### src/rtl/one_to_five_dispatch_pkg.sv
// Shared dynamic-node definitions: port count, route select coding, length field and dispatch FSM states.
package one_to_five_dispatch_pkg;

  localparam int unsigned NUM_PORTS    = 5;
  localparam int unsigned SEL_W        = 3;
  localparam logic [2:0]  NULL_SEL_MIN = 3'd5;
  localparam int unsigned LEN_W        = 8;

  typedef enum logic {
    HEAD = 1'b0,
    BODY = 1'b1
  } state_t;

  function automatic logic is_null_sel(input logic [SEL_W-1:0] sel);
    return sel >= NULL_SEL_MIN;
  endfunction

endpackage

### src/rtl/one_to_five_dispatch_credit_counter.sv
// Per-output credit counter: starts full, consumed by sends, refilled by yummy returns.
module dispatch_credit_counter #(
  parameter  int unsigned CREDITS = 4,
  localparam int unsigned CW      = $clog2(CREDITS + 1)
) (
  input  logic          clk,
  input  logic          reset,
  input  logic          consume,
  input  logic          yummy,
  output logic [CW-1:0] count,
  output logic          nonzero
);

  logic [CW-1:0] count_q;
  logic [CW-1:0] count_d;

  always_comb begin
    count_d = count_q;
    case ({consume, yummy})
      2'b10:   count_d = count_q - CW'(1);
      // A yummy at full credit is a protocol error; hold rather than wrap.
      2'b01:   if (count_q != CW'(CREDITS)) count_d = count_q + CW'(1);
      default: count_d = count_q;
    endcase
  end

  always_ff @(posedge clk) begin
    if (reset) begin
      count_q <= CW'(CREDITS);
    end else begin
      count_q <= count_d;
    end
  end

  assign count   = count_q;
  assign nonzero = (count_q != '0);

endmodule

### src/rtl/one_to_five_dispatch.sv
// One-input, five-output packet dispatcher with per-output credit flow control.
module one_to_five_dispatch
  import one_to_five_dispatch_pkg::*;
#(
  parameter int unsigned WIDTH   = 64,
  parameter int unsigned CREDITS = 4,
  parameter int unsigned LEN_LSB = 22
) (
  input  logic             clk,
  input  logic             reset,
  input  logic [WIDTH-1:0] data_in,
  input  logic             valid_in,
  input  logic [2:0]       sel_in,
  output logic             ready_out,
  output logic [WIDTH-1:0] data_out,
  output logic [4:0]       valid_out,
  input  logic [4:0]       yummy_in
);

  localparam int unsigned CW = $clog2(CREDITS + 1);

  state_t                 state_q, state_d;
  logic [SEL_W-1:0]       route_q, route_d;
  logic [LEN_W-1:0]       remaining_q, remaining_d;
  logic [WIDTH-1:0]       data_out_q, data_out_d;
  logic [NUM_PORTS-1:0]   valid_out_q, valid_out_d;

  logic [SEL_W-1:0]       target;
  logic                   target_null;
  logic                   accept;
  logic                   send;
  logic [NUM_PORTS-1:0]   consume;
  logic [NUM_PORTS-1:0]   nonzero;
  logic [7:0]             nonzero_pad;
  logic [CW-1:0]          count [NUM_PORTS];

  for (genvar g = 0; g < NUM_PORTS; g++) begin : gen_credit
    dispatch_credit_counter #(
      .CREDITS (CREDITS)
    ) u_cnt (
      .clk     (clk),
      .reset   (reset),
      .consume (consume[g]),
      .yummy   (yummy_in[g]),
      .count   (count[g]),
      .nonzero (nonzero[g])
    );
  end

  // Padding lets null selects 5..7 index safely; they never gate readiness.
  assign nonzero_pad = {3'b000, nonzero};
  assign target      = (state_q == HEAD) ? sel_in : route_q;
  assign target_null = is_null_sel(target);
  assign ready_out   = target_null | nonzero_pad[target];
  assign accept      = valid_in & ready_out;
  assign send        = accept & ~target_null;

  always_comb begin
    for (int unsigned i = 0; i < NUM_PORTS; i++) begin
      consume[i] = send && (target == SEL_W'(i));
    end
  end

  always_comb begin
    for (int unsigned i = 0; i < NUM_PORTS; i++) begin
      assert (nonzero[i] == (count[i] != '0));
    end
  end

  always_comb begin
    state_d     = state_q;
    route_d     = route_q;
    remaining_d = remaining_q;
    data_out_d  = send ? data_in : data_out_q;
    valid_out_d = consume;
    if (accept) begin
      case (state_q)
        HEAD: begin
          route_d     = sel_in;
          remaining_d = data_in[LEN_LSB +: LEN_W];
          if (data_in[LEN_LSB +: LEN_W] != '0) state_d = BODY;
        end
        BODY: begin
          remaining_d = remaining_q - LEN_W'(1);
          if (remaining_q == LEN_W'(1)) state_d = HEAD;
        end
        default: state_d = HEAD;
      endcase
    end
  end

  always_ff @(posedge clk) begin
    if (reset) begin
      state_q     <= HEAD;
      route_q     <= '0;
      remaining_q <= '0;
      data_out_q  <= '0;
      valid_out_q <= '0;
    end else begin
      state_q     <= state_d;
      route_q     <= route_d;
      remaining_q <= remaining_d;
      data_out_q  <= data_out_d;
      valid_out_q <= valid_out_d;
    end
  end

  assign data_out  = data_out_q;
  assign valid_out = valid_out_q;

endmodule
### config.mk
export PLATFORM = sky130hd
export DESIGN_NAME = one_to_five_dispatch
export DESIGN_NICKNAME = d
export VERILOG_FILES = /design/src/rtl/one_to_five_dispatch_pkg.sv /design/src/rtl/one_to_five_dispatch_credit_counter.sv /design/src/rtl/one_to_five_dispatch.sv
export SDC_FILE = /design/constraint.sdc
export NUM_CORES = 1
export LEC_CHECK = 0
export ABC_AREA = 0
export BUFFER_PORTS_ARGS = -buffer_cell sky130_fd_sc_hd__buf_2
export CAP_MARGIN = 25
export CORE_ASPECT_RATIO = 0.6
export CORE_MARGIN = 1
export CORE_UTILIZATION = 45
export DETAILED_ROUTE_END_ITERATION = 6
export PLACE_DENSITY_LB_ADDON = 0.05
export SYNTH_ARGS = -nofsm -noshare
export SYNTH_HDL_FRONTEND = slang
export SYNTH_SLANG_ARGS = --single-unit
### constraint.sdc
create_clock -name clk -period 3 [get_ports clk]
set_clock_uncertainty 0.2 [all_clocks]
set_input_delay 0 -clock clk [delete_from_list [all_inputs] [get_ports clk]]
set_output_delay 0 -clock clk [all_outputs]
set_load 0.005 [all_outputs]
# After elaboration in Yosys (flattened, before gate mapping)
# Index checks and enable logic that the tools add are counted.
dict set report classes {
  add_sub_neg 11
  order_cmp 2
  n_eq_ne 25
  muxes 17
  bitwise_logic 5
  reduce_logical 22
}
# operator count
set ops {}
lappend ops {{$pmux 3 s2} 5}
lappend ops {{$mux 3} 6}
lappend ops {{$pmux 8 s2} 1}
lappend ops {{$add 3x1->3 const B} 5}
lappend ops {{$ne 3x3->1 const B} 5}
lappend ops {{$reduce_bool 3->1} 5}
lappend ops {{$sub 3x1->3 const B} 5}
lappend ops {{$eq 2x1->1 const B} 5}
lappend ops {{$eq 2x2->1 const B} 5}
lappend ops {{$ne 2x1->1 const B} 5}
lappend ops {{$reduce_and 2->1} 5}
lappend ops {{$reduce_bool 2->1} 5}
lappend ops {{$eq 8x1->1 const B} 1}
lappend ops {{$reduce_bool 8->1} 1}
lappend ops {{$sub 8x1->8 const B} 1}
lappend ops {{$eq 3x2->1 const B} 2}
lappend ops {{$logic_and 1x1->1} 5}
lappend ops {{$lt 3x4->1 const B} 1}
lappend ops {{$bmux 1 s3} 1}
lappend ops {{$eq 3x1->1 const B} 1}
lappend ops {{$eq 3x3->1 const B} 1}
lappend ops {{$ge 3x3->1 const B} 1}
lappend ops {{$logic_not 3->1} 1}
lappend ops {{$mux 1} 3}
lappend ops {{other kinds (4)} 6}
dict set report word_totals {
  register_bits 96
  inputBits 75
  output_inout_bits 70
}

# Longest topological paths before layout
dict set report depth {
  ltp_word 10
  mapped_depth 11
  depth_no_buf 9
}

# Hierarchy
# From an unflattened synthesis, not the netlist that was laid out.
dict set report hier_totals {
  cells_unflattened 563
  area_unflattened_um2 4906.0
}
# module n_inst cells_each area_each_um2
set modules_own_cells {}
lappend modules_own_cells {one_to_five_dispatch 1 417 3663.5}
lappend modules_own_cells {{dispatch_credit_counter at gen_credit[1].u_cnt ...} 4 30 254.0}
lappend modules_own_cells {{dispatch_credit_counter at gen_credit[0].u_cnt} 1 26 226.5}

# Least setup slack after synthesis
# No wires, ideal clock.
dict set report synth_timing {
  path_kind {flip-flop to flip-flop}
  from {register state_q}
  to {register gen_credit[2].u_cnt.count_q[1]}
  setup_ns 0.115
  arrival_time_ns 2.535
  path_slack_ns 0.150
  stages_incl_launch_ff 10
  n_path_buf 2
  synth_period_minus_slack_ns 2.850
  cell_sequence {dfxtp_1 buf_6 mux2i_2 mux2_1 o211a_1 buf_2 o31ai_1 fa_1 a21boi_0 o21a_1}
}
dict set report synth_between {
  word_cells_on_any_way 16
}
# element line
set synth_lines {}
lappend synth_lines {{from (decl)} one_to_five_dispatch.sv:22} ;# state_t state_q, state_d;
lappend synth_lines {{from (signal assigned)} one_to_five_dispatch.sv:100} ;# state_q <= state_d;
lappend synth_lines {{$mux 3 (*)} -}
lappend synth_lines {{$bmux 1 s3} one_to_five_dispatch.sv:54} ;# assign ready_out = target_null | nonzero_pad[target];
lappend synth_lines {{$mux 1 (not written as such)} one_to_five_dispatch.sv:54}
lappend synth_lines {{$or 1x1->1} one_to_five_dispatch.sv:54}
lappend synth_lines {{$and 1x1->1} one_to_five_dispatch.sv:55} ;# assign accept = valid_in & ready_out;
lappend synth_lines {{$and 1x1->1} one_to_five_dispatch.sv:56} ;# assign send = accept & ~target_null;
lappend synth_lines {{$logic_and 1x1->1 (*)} one_to_five_dispatch.sv:60} ;# consume[i] = send && (target == SEL_W'(i));
lappend synth_lines {{$eq 2x1->1 or $eq 2x2->1 (tied branches)} one_to_five_dispatch_credit_counter.sv:19} ;# case ({consume, yummy})
lappend synth_lines {{$pmux 3 s2 (*)} one_to_five_dispatch_credit_counter.sv:19}
lappend synth_lines {{via gen_credit[2].u_cnt.count_d[1]} one_to_five_dispatch_credit_counter.sv:15} ;# logic [CW-1:0] count_d;
lappend synth_lines {{to (signal assigned)} one_to_five_dispatch_credit_counter.sv:29} ;# count_q <= CW'(CREDITS);
lappend synth_lines {{to (signal assigned)} one_to_five_dispatch_credit_counter.sv:31} ;# count_q <= count_d;
lappend synth_lines {{to (decl)} one_to_five_dispatch_credit_counter.sv:14} ;# logic [CW-1:0] count_q;
# Mark *: on every way through the listed nets, which the timed path passes. The rest lies on a longest branch. The select of a mux whose other input is x is not followed.
# A chain may end at the register's enable or synchronous reset.

# Worst setup path after layout
dict set report layout_timing {
  from {register state_q}
  to {register gen_credit[4].u_cnt.count_q[2]}
}
dict set report layout_between {
  elab_chain_len 10
  word_cells_on_any_way 16
}
# element line
set layout_rtl {}
lappend layout_rtl {{$mux 3 (*)} -}
lappend layout_rtl {{$bmux 1 s3} one_to_five_dispatch.sv:54}
lappend layout_rtl {{$mux 1 (not written as such)} one_to_five_dispatch.sv:54}
lappend layout_rtl {{$or 1x1->1} one_to_five_dispatch.sv:54}
lappend layout_rtl {{$and 1x1->1} one_to_five_dispatch.sv:55}
lappend layout_rtl {{$and 1x1->1} one_to_five_dispatch.sv:56}
lappend layout_rtl {{$logic_and 1x1->1 (*)} one_to_five_dispatch.sv:60}
lappend layout_rtl {{$eq 2x1->1 or $eq 2x2->1 (tied branches)} one_to_five_dispatch_credit_counter.sv:19}
lappend layout_rtl {{$ne 2x1->1 (no line) or $reduce_bool 2->1 (tied branches)} -}
lappend layout_rtl {{$reduce_and 2->1 (no line)} -}
lappend layout_rtl {{to (signal assigned)} one_to_five_dispatch_credit_counter.sv:29}
lappend layout_rtl {{to (signal assigned)} one_to_five_dispatch_credit_counter.sv:31}
lappend layout_rtl {{to (decl)} one_to_five_dispatch_credit_counter.sv:14}
# Every way passes the cells marked *; elsewhere a longest branch is shown, timed or not. The select of a mux whose other input is x is not followed.

==> impl_metrics.env <==
export IMPL_worstPathArrival_ps=2850
export IMPL_die_y_um=77.2
export IMPL_dp_hpwl_mm=7.37
export IMPL_cap_viol_max_count=0
export IMPL_crit_required_ps=3010
export IMPL_drt_iter0_markers=300
export IMPL_irDropWorstVdd_uv=337
export IMPL_tightestPinTransition_ps=759
export IMPL_async_flop_share=0
export IMPL_path_buf_inv=1
export IMPL_cts_sinks=96
export IMPL_synth_area_leaders="dfxtp_1, nand2_1, a21oi_1"
export IMPL_p_leak_nw=2.69
export IMPL_cts_tree="done"
export IMPL_cpPeakStageDelay_ps=420
export IMPL_die_area_mm2=0.00983
export IMPL_grt_ovfl_total=0
export IMPL_crit_path_cell_trace="buf_4 > nor3_2 > nor2_1 > o31ai_2 > or3_1 > nand2_1 > fa_1 > or3_1 > nand3_1 > o211ai_1"
export IMPL_routed_wl_mm=11.8
export IMPL_worst_r2r_endpoint="gen_credit[4].u_cnt.count[2]$_SDFFE_PP1P_"
export IMPL_setup_viol=0
export IMPL_syn_inst=525
export IMPL_synth_most_common_cell="nand2_1"
export IMPL_synth_seq_cells=96
export IMPL_synth_cell_type_count=67
export IMPL_routed_via_count=4424
export IMPL_min_to="gen_credit[3].u_cnt.count[0]$_SDFFE_PP0P_"
export IMPL_firstDrtPassIters=4
export IMPL_vias_per_cell=5.07
export IMPL_cp_max_fo=8
export IMPL_place_congestion=0.814
export IMPL_ios=145
export IMPL_crit_start="state_q$_SDFFE_PP0N_"
export IMPL_layout_drive_gt1_share=0.254
export IMPL_ys_top_cells_by_count="nand2_1, dfxtp_1, a21oi_1, nor2_1, clkbuf_1"
export IMPL_cts_max_level=3
export IMPL_cp_end_kind="flip-flop"
export IMPL_post_cts_buffers=0
export IMPL_antenna_cells=0
export IMPL_finalHoldViolCount=0
export IMPL_clk_pin_slew_ps=70
export IMPL_fin_util=0.672
export IMPL_yosysTopAreaCellShare=0.453
export IMPL_rows=27
export IMPL_core_area_mm2=0.00916
export IMPL_whs_path_depth=2
export IMPL_die_width_um=127
export IMPL_totalNegativeSetupSlack_ps=0
export IMPL_numPortBuffers=144
export IMPL_synth_edf_count=0
export IMPL_grt_max_degree=65
export IMPL_cp_start_kind="flip-flop"
export IMPL_nets=820
export IMPL_initial_core_util=0.463
export IMPL_grt_pass1_wl_mm=19.4
export IMPL_crit_type="flip-flop to flip-flop"
export IMPL_post_synth_cell_area_avg_um2=8.08
export IMPL_power_density_mw_per_mm2=572
export IMPL_wl_per_cell_um=13.6
export IMPL_outcome="finished clean"
export IMPL_timing_rr_start="state_q$_SDFFE_PP0N_"
export IMPL_post_dp_cell_area_mm2=0.00509
export IMPL_grt_pass1_vias=4099
export IMPL_critPathSlowestCell="fa_1"
export IMPL_synth_nets=607
export IMPL_holdCritPathClass="input pin to flip-flop"
export IMPL_track_usage=0.245
export IMPL_fmax_mhz=353
export IMPL_postRouteAntennaNets=0
export IMPL_critPathTopFamily="simple AND/OR/NAND/NOR gates"
export IMPL_synth_main_ff_cell="dfxtp_1"
export IMPL_area_delta_synth_final_pct=45.1
export IMPL_drc=0
export IMPL_crit_top_cell="or3_1"
export IMPL_rr_worst_depth=10
export IMPL_rsz0062_at_grt="false"
export IMPL_cts_made_buffers=9
export IMPL_grt_antenna_before_repair=0
export IMPL_drv_slew=0
export IMPL_clk_latency_ps=330
export IMPL_fin_area_mm2=0.00616
export IMPL_syn_area_mm2=0.00424
export IMPL_cts_root_buf="clkbuf_16"
export IMPL_cp_num_cells=10
export IMPL_seq_area_frac_synth=0.453
export IMPL_clockBufferDepth=2
export IMPL_hp_start="reset"
export IMPL_synth_warnings=0
export IMPL_relSlewSlack=0.494
export IMPL_period_needed_ps=2830
export IMPL_timing_reg2reg_setup_slack_ps=170
export IMPL_synth_area_leader_cell="dfxtp_1"
export IMPL_finalCritPeriodShare=0.944
[power breakdown]
group	leakage [nW]	internal [W]	total, W	switching, W
registers	0.786	0.00140	0.00149	0.0000921
clock network	0.160	0.000732	0.00122	0.000488
logic	1.75	0.000370	0.000813	0.000442
total	2.69	0.00250	0.00352	0.00102
[sequential cells by signal, summed over array words and instances, names as in the netlist]
register,count
data_out,64
gen_credit.u_cnt.count,15
state_q,1
valid_out,5
remaining_q,8
route_q,3
[worst max path at each step]
stage / end / slack, ps
floorplan: gen_credit[2].u_cnt.count[1]$_SDFFE_PP0P_ / 150
global placement: gen_credit[1].u_cnt.count[2]$_SDFFE_PP1P_ / 180
detailed placement: gen_credit[1].u_cnt.count[2]$_SDFFE_PP1P_ / 70
CTS: gen_credit[1].u_cnt.count[2]$_SDFFE_PP1P_ / 50
global route: gen_credit[3].u_cnt.count[2]$_SDFFE_PP1P_ / 30
finish: gen_credit[4].u_cnt.count[2]$_SDFFE_PP1P_ / 170
[layer usage]
| metal | track usage | wire (um) | up-vias |
|---|---|---|---|
| met5 | 0 | 0 | - |
| met4 | 0.0583 | 122 | 0 |
| met3 | 0.0607 | 839 | 11 |
| met2 | 0.378 | 5250 | 165 |
| met1 | 0.341 | 5640 | 2019 |
| li1 | - | - | 2229 |
[cell type report]
type / count / area (um2)
Fill cell: 736 / 3000
Sequential cell: 96 / 1920
Multi-Input combinational cell: 389 / 2130
Clock inverter: 7 / 92.6
Tap cell: 130 / 163
Inverter: 10 / 37.5
Timing Repair Buffer: 232 / 1590
Clock buffer: 9 / 225
[stage by stage]
stage               cells  power [W]  setup WS, ps  hold WS [ps]
detailed placement    784    0.00224          69.5          45.7
global placement      784    0.00222           179          40.1
floorplan             525    0.00199           150         -64.0
global route          873    0.00372          33.2          63.7
CTS                   873    0.00353          55.0          15.5
finish                873    0.00352           167          22.0
[worst register-to-register path, stage by stage (launching register included)]
cell and delay [ps]:
dfxtp_2 370, buf_4 180, nor3_2 320, nor2_1 160, o31ai_2 290, or3_1 180
nand2_1 80, fa_1 420, or3_1 360, nand3_1 90, o211ai_1 90
[cells by family after synthesis]
group | Yosys count | share of synthesized area
xor gates and xnor gates | 2 | 0.00413
DFF | 96 | 0.453
AOI/OAI and AO/OA | 140 | 0.203
buffers and inverters | 40 | 0.0492
and+or+nand+nor | 231 | 0.235
adders and majority gates | 7 | 0.0295
muxes | 9 | 0.0259
[cells in the final DEF (no fill, tap or decap), drive strengths merged, types with 4 or more instances in the layout]
cell type / synthesis / layout
fa: 5 / 5
a21oi: 84 / 84
nand2: 151 / 151
o21ai: 16 / 16
mux2i: 6 / 6
nor2: 25 / 25
inv: 9 / 11
nor3: 15 / 15
dfxtp: 96 / 96
or3: 8 / 8
clkinv: 1 / 4
buf: 15 / 159
clkbuf: 15 / 9
a21o: 4 / 4
nand3: 12 / 12
nor4: 4 / 4
o211ai: 4 / 4
dlygate4sd3: 0 / 73
[what timing repair did]
| action | CTS | global route |
|---|---|---|
| endpoints found under the setup margin | 0 | 59 |
| hold endpoints to repair | 92 | 0 |
| gates resized for setup | 0 | 3 |
| hold buffers | 73 | 0 |
(Power assumes the default switching activity.)
